<file path="src/rtl/ssd_pkg.sv">
// Shared types and constants for the seven-segment scan controller and the score logic.
// Segment patterns are active-low for a common-anode display.
package ssd_pkg;

    localparam int unsigned SEG_W_STD = 8;
    localparam logic [SEG_W_STD-1:0] SEG_BLANK = '1;

    typedef enum logic {
        ST_BLANK,
        ST_DRIVE
    } scan_state_t;

    // Hex digit to segment pattern, decimal point off (bit 7 = dp, bit 0 = a).
    localparam logic [SEG_W_STD-1:0] HEX_SEG [16] = '{
        8'hC0, 8'hF9, 8'hA4, 8'hB0, 8'h99, 8'h92, 8'h82, 8'hF8,
        8'h80, 8'h90, 8'h88, 8'h83, 8'hC6, 8'hA1, 8'h86, 8'h8E
    };

    function automatic logic [SEG_W_STD-1:0] hex_to_seg(input logic [3:0] value);
        return HEX_SEG[value];
    endfunction

endpackage

</file>
<file path="src/rtl/ssd_scan_ctrl_if.sv">
// Bus between the score logic (master) and the scan controller (slave).
// Optional macro SSD_SCAN_DIM_EN adds the bright input.
interface ssd_scan_ctrl_if #(
    parameter int unsigned NUM_DIGITS = 4,
    parameter int unsigned SEG_W      = 8
);
    logic [NUM_DIGITS*SEG_W-1:0] digits;
    logic [NUM_DIGITS-1:0]       digit_en;
    logic                        load;
`ifdef SSD_SCAN_DIM_EN
    logic [2:0]                  bright;
`endif
    logic [NUM_DIGITS-1:0]       ctl;
    logic [SEG_W-1:0]            ssd_out;
    logic                        frame_done;

    modport master (
        output digits, digit_en, load,
`ifdef SSD_SCAN_DIM_EN
        output bright,
`endif
        input  ctl, ssd_out, frame_done
    );

    modport slave (
        input  digits, digit_en, load,
`ifdef SSD_SCAN_DIM_EN
        input  bright,
`endif
        output ctl, ssd_out, frame_done
    );
endinterface

</file>
<file path="src/rtl/ssd_frame_buf.sv">
// Pending/active double buffer: loads land in pending, the frame boundary promotes them.
// With SSD_SCAN_DIM_EN defined, brightness is sampled at the boundary as well.
module ssd_frame_buf
    import ssd_pkg::*;
#(
    parameter int unsigned NUM_DIGITS = 4,
    parameter int unsigned SEG_W      = 8
) (
    input  logic                        clk,
    input  logic                        rst,
    input  logic                        load,
    input  logic                        boundary,
    input  logic [NUM_DIGITS*SEG_W-1:0] new_digits,
    input  logic [NUM_DIGITS-1:0]       new_en,
`ifdef SSD_SCAN_DIM_EN
    input  logic [2:0]                  new_bright,
    output logic [2:0]                  active_bright,
`endif
    output logic [NUM_DIGITS*SEG_W-1:0] active_digits,
    output logic [NUM_DIGITS-1:0]       active_en
);

    logic [NUM_DIGITS*SEG_W-1:0] pending_digits;
    logic [NUM_DIGITS-1:0]       pending_en;

    always_ff @(posedge clk) begin
        if (rst) begin
            pending_digits <= '1;
            pending_en     <= '0;
            active_digits  <= '1;
            active_en      <= '0;
`ifdef SSD_SCAN_DIM_EN
            active_bright  <= 3'd7;
`endif
        end else begin
            if (load) begin
                pending_digits <= new_digits;
                pending_en     <= new_en;
            end
            // A load on the boundary bypasses pending so it shows without a frame of lag.
            if (boundary) begin
                active_digits <= load ? new_digits : pending_digits;
                active_en     <= load ? new_en     : pending_en;
`ifdef SSD_SCAN_DIM_EN
                active_bright <= new_bright;
`endif
            end
        end
    end

endmodule

</file>
<file path="src/rtl/ssd_scan_ctrl.sv">
// Self-timed common-anode seven-segment scan mux with blanking guard and double-buffered frame.
// Optional macro SSD_SCAN_DIM_EN adds PWM dimming via bright[2:0].
module ssd_scan_ctrl
    import ssd_pkg::*;
#(
    parameter int unsigned NUM_DIGITS   = 4,
    parameter int unsigned SEG_W        = 8,
    parameter int unsigned DRIVE_CYCLES = 100000,
    parameter int unsigned BLANK_CYCLES = 1000
) (
    input  logic             clk,
    input  logic             rst,
    ssd_scan_ctrl_if.slave   bus
);

    localparam int unsigned MAX_CYC  = (DRIVE_CYCLES > BLANK_CYCLES) ? DRIVE_CYCLES : BLANK_CYCLES;
    localparam int unsigned CNT_W    = (MAX_CYC > 1) ? $clog2(MAX_CYC) : 1;
    localparam int unsigned IDX_W    = $clog2(NUM_DIGITS);
    localparam logic [IDX_W-1:0] LAST_IDX   = IDX_W'(NUM_DIGITS - 1);
    localparam logic [CNT_W-1:0] DRIVE_LAST = CNT_W'(DRIVE_CYCLES - 1);
    localparam logic [CNT_W-1:0] BLANK_LAST = CNT_W'(BLANK_CYCLES - 1);

    scan_state_t      state, state_next;
    logic [IDX_W-1:0] idx, idx_next;
    logic [CNT_W-1:0] cnt, cnt_next;
    logic             boundary;
    logic             lit;

    logic [NUM_DIGITS*SEG_W-1:0] active_digits;
    logic [NUM_DIGITS-1:0]       active_en;
`ifdef SSD_SCAN_DIM_EN
    logic [2:0]                  active_bright;
    logic [31:0]                 lit_limit;
`endif

    assign boundary = (state == ST_DRIVE) && (idx == '0) && (cnt == DRIVE_LAST);

    ssd_frame_buf #(
        .NUM_DIGITS (NUM_DIGITS),
        .SEG_W      (SEG_W)
    ) u_frame_buf (
        .clk           (clk),
        .rst           (rst),
        .load          (bus.load),
        .boundary      (boundary),
        .new_digits    (bus.digits),
        .new_en        (bus.digit_en),
`ifdef SSD_SCAN_DIM_EN
        .new_bright    (bus.bright),
        .active_bright (active_bright),
`endif
        .active_digits (active_digits),
        .active_en     (active_en)
    );

    always_ff @(posedge clk) begin
        if (rst) begin
            state <= ST_BLANK;
            idx   <= LAST_IDX;
            cnt   <= '0;
        end else begin
            state <= state_next;
            idx   <= idx_next;
            cnt   <= cnt_next;
        end
    end

    always_comb begin
        state_next = state;
        idx_next   = idx;
        cnt_next   = cnt + CNT_W'(1);
        case (state)
            ST_BLANK: begin
                if (cnt == BLANK_LAST) begin
                    state_next = ST_DRIVE;
                    cnt_next   = '0;
                end
            end
            ST_DRIVE: begin
                if (cnt == DRIVE_LAST) begin
                    state_next = ST_BLANK;
                    cnt_next   = '0;
                    idx_next   = (idx == '0) ? LAST_IDX : idx - IDX_W'(1);
                end
            end
            default: begin
                state_next = ST_BLANK;
                cnt_next   = '0;
            end
        endcase
    end

`ifdef SSD_SCAN_DIM_EN
    // Lit window is (bright+1)/8 of the drive slot; bright=7 covers it fully.
    assign lit_limit = ((32'(active_bright) + 32'd1) * 32'(DRIVE_CYCLES)) >> 3;
    assign lit       = 32'(cnt) < lit_limit;
`else
    assign lit = 1'b1;
`endif

    always_comb begin
        bus.ctl        = '1;
        bus.ssd_out    = '1;
        bus.frame_done = boundary;
        if (state == ST_DRIVE && lit) begin
            for (int unsigned k = 0; k < NUM_DIGITS; k++) begin
                if (idx == IDX_W'(k) && active_en[k]) begin
                    bus.ctl[k]  = 1'b0;
                    bus.ssd_out = active_digits[k*SEG_W +: SEG_W];
                end
            end
        end
    end

endmodule
</file>
<file path="src/flat_wrapper.sv">
// flat-port wrapper written by rule: the top's interface ports become plain ports
module ssd_scan_ctrl_flat import ssd_pkg::*;
#(
    parameter int unsigned NUM_DIGITS   = 4,
    parameter int unsigned SEG_W        = 8,
    parameter int unsigned DRIVE_CYCLES = 100000,
    parameter int unsigned BLANK_CYCLES = 1000
)
  (clk, rst, bus_digits, bus_digit_en, bus_load, bus_ctl, bus_ssd_out, bus_frame_done);
  ssd_scan_ctrl_if #(.NUM_DIGITS(NUM_DIGITS), .SEG_W(SEG_W)) bus_i ();
  input  logic clk;
  input  logic rst;
  input wire logic [$bits(bus_i.digits)-1:0] bus_digits;
  input wire logic [$bits(bus_i.digit_en)-1:0] bus_digit_en;
  input wire logic [$bits(bus_i.load)-1:0] bus_load;
  output wire logic [$bits(bus_i.ctl)-1:0] bus_ctl;
  output wire logic [$bits(bus_i.ssd_out)-1:0] bus_ssd_out;
  output wire logic [$bits(bus_i.frame_done)-1:0] bus_frame_done;
  assign bus_i.digits = bus_digits;
  assign bus_i.digit_en = bus_digit_en;
  assign bus_i.load = bus_load;
  assign bus_ctl = bus_i.ctl;
  assign bus_ssd_out = bus_i.ssd_out;
  assign bus_frame_done = bus_i.frame_done;
  ssd_scan_ctrl #(.NUM_DIGITS(NUM_DIGITS), .SEG_W(SEG_W), .DRIVE_CYCLES(DRIVE_CYCLES), .BLANK_CYCLES(BLANK_CYCLES)) u_core (.clk(clk), .rst(rst), .bus(bus_i));
endmodule
</file>
<file path="config.mk">
export PLATFORM = sky130hd
export DESIGN_NAME = ssd_scan_ctrl_flat
export DESIGN_NICKNAME = d
export VERILOG_FILES = /design/src/rtl/ssd_pkg.sv /design/src/rtl/ssd_scan_ctrl_if.sv /design/src/rtl/ssd_frame_buf.sv /design/src/rtl/ssd_scan_ctrl.sv /design/src/flat_wrapper.sv
export SDC_FILE = /design/constraint.sdc
export NUM_CORES = 1
export LEC_CHECK = 0
export CELL_PAD_IN_SITES_DETAIL_PLACEMENT = 0
export CELL_PAD_IN_SITES_GLOBAL_PLACEMENT = 1
export CORE_UTILIZATION = 42
export CTS_CLUSTER_DIAMETER = 100
export DETAILED_ROUTE_END_ITERATION = 8
export PLACE_DENSITY = 0.88
export SLEW_MARGIN = 25
export SYNTH_ARGS = -nofsm -noshare
export SYNTH_HDL_FRONTEND = slang
export SYNTH_HIERARCHICAL = 1
export SYNTH_SLANG_ARGS = --single-unit
export TNS_END_PERCENT = 100
</file>
<file path="constraint.sdc">
create_clock -name clk -period 2.47 [get_ports clk]
set_clock_uncertainty 0.2 [all_clocks]
set_input_delay 0.247 -clock clk [delete_from_list [all_inputs] [get_ports clk]]
set_output_delay 0.247 -clock clk [all_outputs]
set_load 0.1 [all_outputs]
</file>
Yosys cells after proc, flatten, opt, wreduce, memory -nomap -nowiden:

Index checks and enable logic that the tools add are counted.

* bits in registers: 92
* bits of input ports: 39
* output and inout port bits: 13
* word-level logic and storage cells: 42

* $add $sub $neg: 2
* equality and inequality tests: 5
* reductions and logical operators: 8
* muxes and demuxes: 19
* bitwise logic cells: 1

Operator list (count)
* 8-bit 2-to-1 mux: 5
* 17-bit 2-to-1 mux: 2
* 17-bit case mux with 2 select lines: 1
* 32-bit 2-to-1 mux: 1
* 17-bit by 1-bit adder with 17-bit output (second input constant): 1
* 17-bit by 10-bit == test with 1-bit output (second input constant): 1
* 17-bit == test (second input constant): 1
* 4-bit 2-to-1 mux: 2
* 1-bit logical AND: 6
* 1-bit 2-to-1 mux: 6
* 2-bit == test (second input constant): 2
* 2-bit by 1-bit == test with 1-bit output (second input constant): 1
* 2-bit logical NOT: 1
* 2-bit 2-to-1 mux: 1
* 1-bit case mux with 2 select lines: 1
* 2-bit AND reduction: 1
* 2-bit by 1-bit subtractor with 2-bit output (second input constant): 1
* 1-bit inverter: 1

Depth between registers and ports, before layout:

* word-level depth: 7
* mapped depth: 8
* depth with buffers taken out: 6

By module:

Netlist, hierarchy kept.

Modules (own cells, without submodules)
* ssd_frame_buf: seq. area each 1441.4 µm², instances 1, area an instance 2508.7 µm², cells an instance 237
* ssd_scan_ctrl: seq. area each 400.4 µm², instances 1, area an instance 1290.0 µm², cells an instance 157

Worst setup path after synthesis:

No wires, ideal clock.

* path kind: register -> output
* start point: register u_core.state
* end point: output bus_ssd_out[0]
* cell stages (with the launch flop): 5
* required time: 2.023 ns
* buffers on the path: 1
* path slack: -1.000 ns
* data arrival time: 3.023 ns
* path through: dfxtp_1 > clkbuf_1 > nand3_1 > nor2_1 > a31oi_1

* word-level cells in the longest chain between the ends: 1

Ends and longest elaborated chain
* from (decl): line ssd_scan_ctrl.sv:23 `scan_state_t state, state_next;`
* from (signal assigned): line ssd_scan_ctrl.sv:62 `state <= state_next;`
* 8-bit 2-to-1 mux: line ssd_scan_ctrl.sv:105 `if (state == ST_DRIVE && lit) begin`
* to (decl): line flat_wrapper.sv:17 `output wire logic [$bits(bus_i.ssd_out)-1:0] bus_ssd_out;`

No other way between the ends.

Worst setup path in the final report:

* start point: register u_core.idx[1]
* end point: output bus_ssd_out[4]

* word-level cells in the longest chain between the ends: 7
* elaborated cells between the ends (all ways): 13
* those cells by class: eq/ne: 3; mux: 5; reduce/logical: 5

Ends and longest elaborated chain
* from (decl): line ssd_scan_ctrl.sv:24 `logic [IDX_W-1:0] idx, idx_next;`
* from (signal assigned): line ssd_scan_ctrl.sv:63 `idx <= idx_next;`
* 2-bit logical NOT: line ssd_scan_ctrl.sv:107 `if (idx == IDX_W'(k) && active_en[k]) begin`
* 1-bit logical AND: line ssd_scan_ctrl.sv:107
* 8-bit 2-to-1 mux (3 in a row): line ssd_scan_ctrl.sv:107
* 8-bit 2-to-1 mux *: line ssd_scan_ctrl.sv:107
* 8-bit 2-to-1 mux *: line ssd_scan_ctrl.sv:105

Mark *: on every way between the ends. The rest lies on a longest branch, timed or not.

==> results.json <==
{
  "port_buffers": 51,
  "route.detailed.wl_per_inst_um": 15.1,
  "dieArea_mm2": 0.00943,
  "hpwl_um": 5630,
  "clock-sinks": 92,
  "dr.pass1.iters": 4,
  "yosysWarnings": 6,
  "core_mm2": 0.00872,
  "drv_cap": 0,
  "synth_edf_count": 0,
  "first_iter_violations": 147,
  "drt_wl_total_um": 8340,
  "fin_setup_tns_ns": 0,
  "holdPathStages": 2,
  "outcome": "completed",
  "yosysSeqAreaShare": 0.485,
  "combPwrFrac": 0.071,
  "synth-seq-cells": 92,
  "hold_buffers": 0,
  "grt_pass1_vias": 2800,
  "final_common_cell": "dfxtp_1",
  "reg2reg_depth": 6,
  "start_util": 0.436,
  "fillers": 730,
  "setup_viol_count_final": 0,
  "cp.depth": 7,
  "clkSlewWorstSetupHoldPaths_ns": 0.09,
  "busiest_layer": "met2",
  "hp-class": "primary input to flop",
  "end_kind": "primary output",
  "grt_use_met1": 0.253,
  "synthToLayoutAreaGrowth_pct": 27.8,
  "globalplace.congestion": 0.814,
  "ant_nets": 0,
  "synth-async-reset-ratio": 0,
  "crit_buf_inv": 2,
  "worstPathArrival_ns": 1.95,
  "layout_common_cells": "dfxtp_1, nor3_1, clkdlybuf4s50_1, mux2i_1, a21oi_1",
  "yosys_most_used_dff": "dfxtp_1",
  "antennaDiodeCount": 0,
  "fmax_ghz": 0.417,
  "clk_latency_ns": 0.36,
  "numCtsBuffers": 9,
  "synthesis.nets": 438,
  "clock_path_buffers": 2,
  "maxSlewHeadroom": 0.576,
  "fp.dieH_um": 97.1,
  "global_route.usage.met2": 0.272,
  "fin_nets": 482,
  "grt_pass1_wl_um": 14000,
  "gr-usage-met3": 0.0367,
  "cts_resized": 1,
  "finalMaxSlewViolations": 0,
  "leakagePower_nw": 1.71,
  "cp_cell_sequence": "inv_1 -> ha_1 -> nand2_1 -> nand3_4 -> o221ai_2 -> a31oi_4 -> buf_12",
  "die_w_um": 97.1,
  "critPathMaxFanout": 8,
  "grt.overflow.total": 0,
  "p_clk_frac": 0.348,
  "drive_gt1_frac": 0.160,
  "pin_count": 52,
  "drc": 0,
  "antenna_found_initial": 0,
  "netSwitchingFraction": 0.244,
  "path_class": "flop to primary output",
  "p_switching_uw": 644,
  "r2r-end": "u_core/u_frame_buf/active_en[2]$_SDFFE_PP0P_",
  "ctsRootBufferMaster": "clkbuf_8",
  "num_rows": 34,
  "crit_slowest_cell": "dfxtp_1",
  "ys_types": 42,
  "internal-power_mw": 1.99,
  "fin_util": 0.557,
  "r2r_slack_ns": 0.28,
  "endpoint": "bus_ssd_out[4]",
  "p_per_area_mw_per_mm2": 544,
  "cp.required_ns": 2.02,
  "cpLargestDelayFamily": "compound AO/OA/AOI/OAI gates",
  "syn_area_per_cell_um2": 9.64,
  "grt_max_degree": 64,
  "routed_via_density": 5.40,
  "ir_drop_mv": 0.269,
  "rsz0062_at_grt": "yes",
  "min_period_ns": 2.40,
  "max_stage_delay_ns": 0.37,
  "num_vias": 2975,
  "p_seq_frac": 0.581,
  "grtUsageTotal": 0.185,
  "worst_setup_path_start_kind": "flop",
  "dp.cells": 535,
  "crit_path_start": "u_core/idx[1]$_SDFFE_PP1P_",
  "syn_inst": 394,
  "r2r-start": "u_core/cnt[11]$_SDFF_PP0_",
  "stdcell_count": 551,
  "hold_viol_final": 0,
  "postPlaceCellArea_mm2": 0.00458,
  "synth_area_mm2": 0.00380,
  "worst_pin_slew_ns": 0.631,
  "fin_area_mm2": 0.00485,
  "post-route-period-util": 0.971,
  "post-cts-setup-buffers": 0,
  "cts_tree": "yes",
  "htree_levels": 3
}
## cell families (layout without fill, tap and decap cells)
logic type / after synthesis / after routing / synth area share
AND/OR/NAND/NOR: 153 / 153 / 0.221
flip-flops: 92 / 92 / 0.485
AO/OA/AOI/OAI: 65 / 65 / 0.106
multiplexers: 36 / 36 / 0.0949
buffers and inverters: 31 / 80 / 0.0491
XOR/XNOR: 12 / 12 / 0.0277
adder cells (fa/ha/maj): 5 / 5 / 0.0165
## state kept, by name (all words and copies together), names as in the netlist
register	cells
u_core/u_frame_buf/pending_en	4
u_core/u_frame_buf/pending_digits	32
u_core/state	1
u_core/idx	2
u_core/u_frame_buf/active_en	4
u_core/cnt	17
u_core/u_frame_buf/active_digits	32
## worst min-delay path by stage
stage	startpoint	endpoint	slack, ns
after floorplan	bus_digits[0]	u_core/u_frame_buf/pending_digits[0]$_SDFF_PP1_	0.20
after global placement	u_core/cnt[0]$_SDFF_PP0_	u_core/cnt[0]$_SDFF_PP0_	0.26
after detailed placement	u_core/u_frame_buf/pending_digits[4]$_SDFF_PP1_	u_core/u_frame_buf/pending_digits[4]$_SDFF_PP1_	0.27
after CTS	rst	u_core/u_frame_buf/pending_en[0]$_SDFF_PP0_	0.16
after global routing	rst	u_core/u_frame_buf/pending_en[0]$_SDFF_PP0_	0.21
final	rst	u_core/u_frame_buf/pending_en[0]$_SDFF_PP0_	0.18
## through the flow
step / hold slack [ns] / setup WS (ns) / power (mW)
floorplan: 0.200 / 0.143 / 1.68
global placement: 0.260 / 0.360 / 1.75
detailed placement: 0.267 / 0.303 / 1.76
CTS: 0.163 / 0.00819 / 2.67
global route: 0.209 / -0.0601 / 2.75
finish: 0.177 / 0.0713 / 2.64
## power by group through the flow
stage	Clock [mW]	Sequential (mW)	Combinational [mW]
after global placement	0	1.57	0.187
after floorplan	0	1.56	0.111
final	0.918	1.53	0.187
after global routing	1.00	1.54	0.206
after detailed placement	0	1.57	0.188
after CTS	0.947	1.53	0.190
## layer usage
metal | part of all wire | wire [um]
met1 | 0.48 | 4020
met2 | 0.44 | 3660
met3 | 0.047 | 388
met4 | 0.032 | 266
met5 | 0 | 0
## layout make-up
cell class                 instances  area (um^2)  area share
timing repair buffer              60          689       0.142
inverter                           4         15.0     0.00309
clock inverter                     7         51.3      0.0106
multi-input combinational        271         2000       0.411
clock buffer                       9          124      0.0255
sequential                        92         1840       0.380
tap                              108          135      0.0278
## synthesized netlist by cell type (3+ instances only)
master | number | area (um^2)
xor2_1 | 5 | 43.8
clkbuf_1 | 14 | 52.6
ha_1 | 5 | 62.6
mux2i_1 | 36 | 360
a21oi_1 | 35 | 175
o21ai_0 | 3 | 15.0
dfxtp_1 | 92 | 1840
a31oi_1 | 8 | 50.1
nand3_1 | 14 | 70.1
inv_1 | 4 | 15.0
a211oi_1 | 6 | 45.0
buf_2 | 5 | 25.0
o221ai_1 | 8 | 70.1
xnor2_1 | 7 | 61.3
nand2b_1 | 32 | 200
nor3_1 | 48 | 240
nand4_1 | 4 | 25.0
nand2_1 | 17 | 63.8
nor2_1 | 16 | 60.1
nor4_1 | 4 | 25.0
and3_1 | 3 | 18.8
buf_6 | 5 | 56.3
Power figures use the tool's default switching activity.
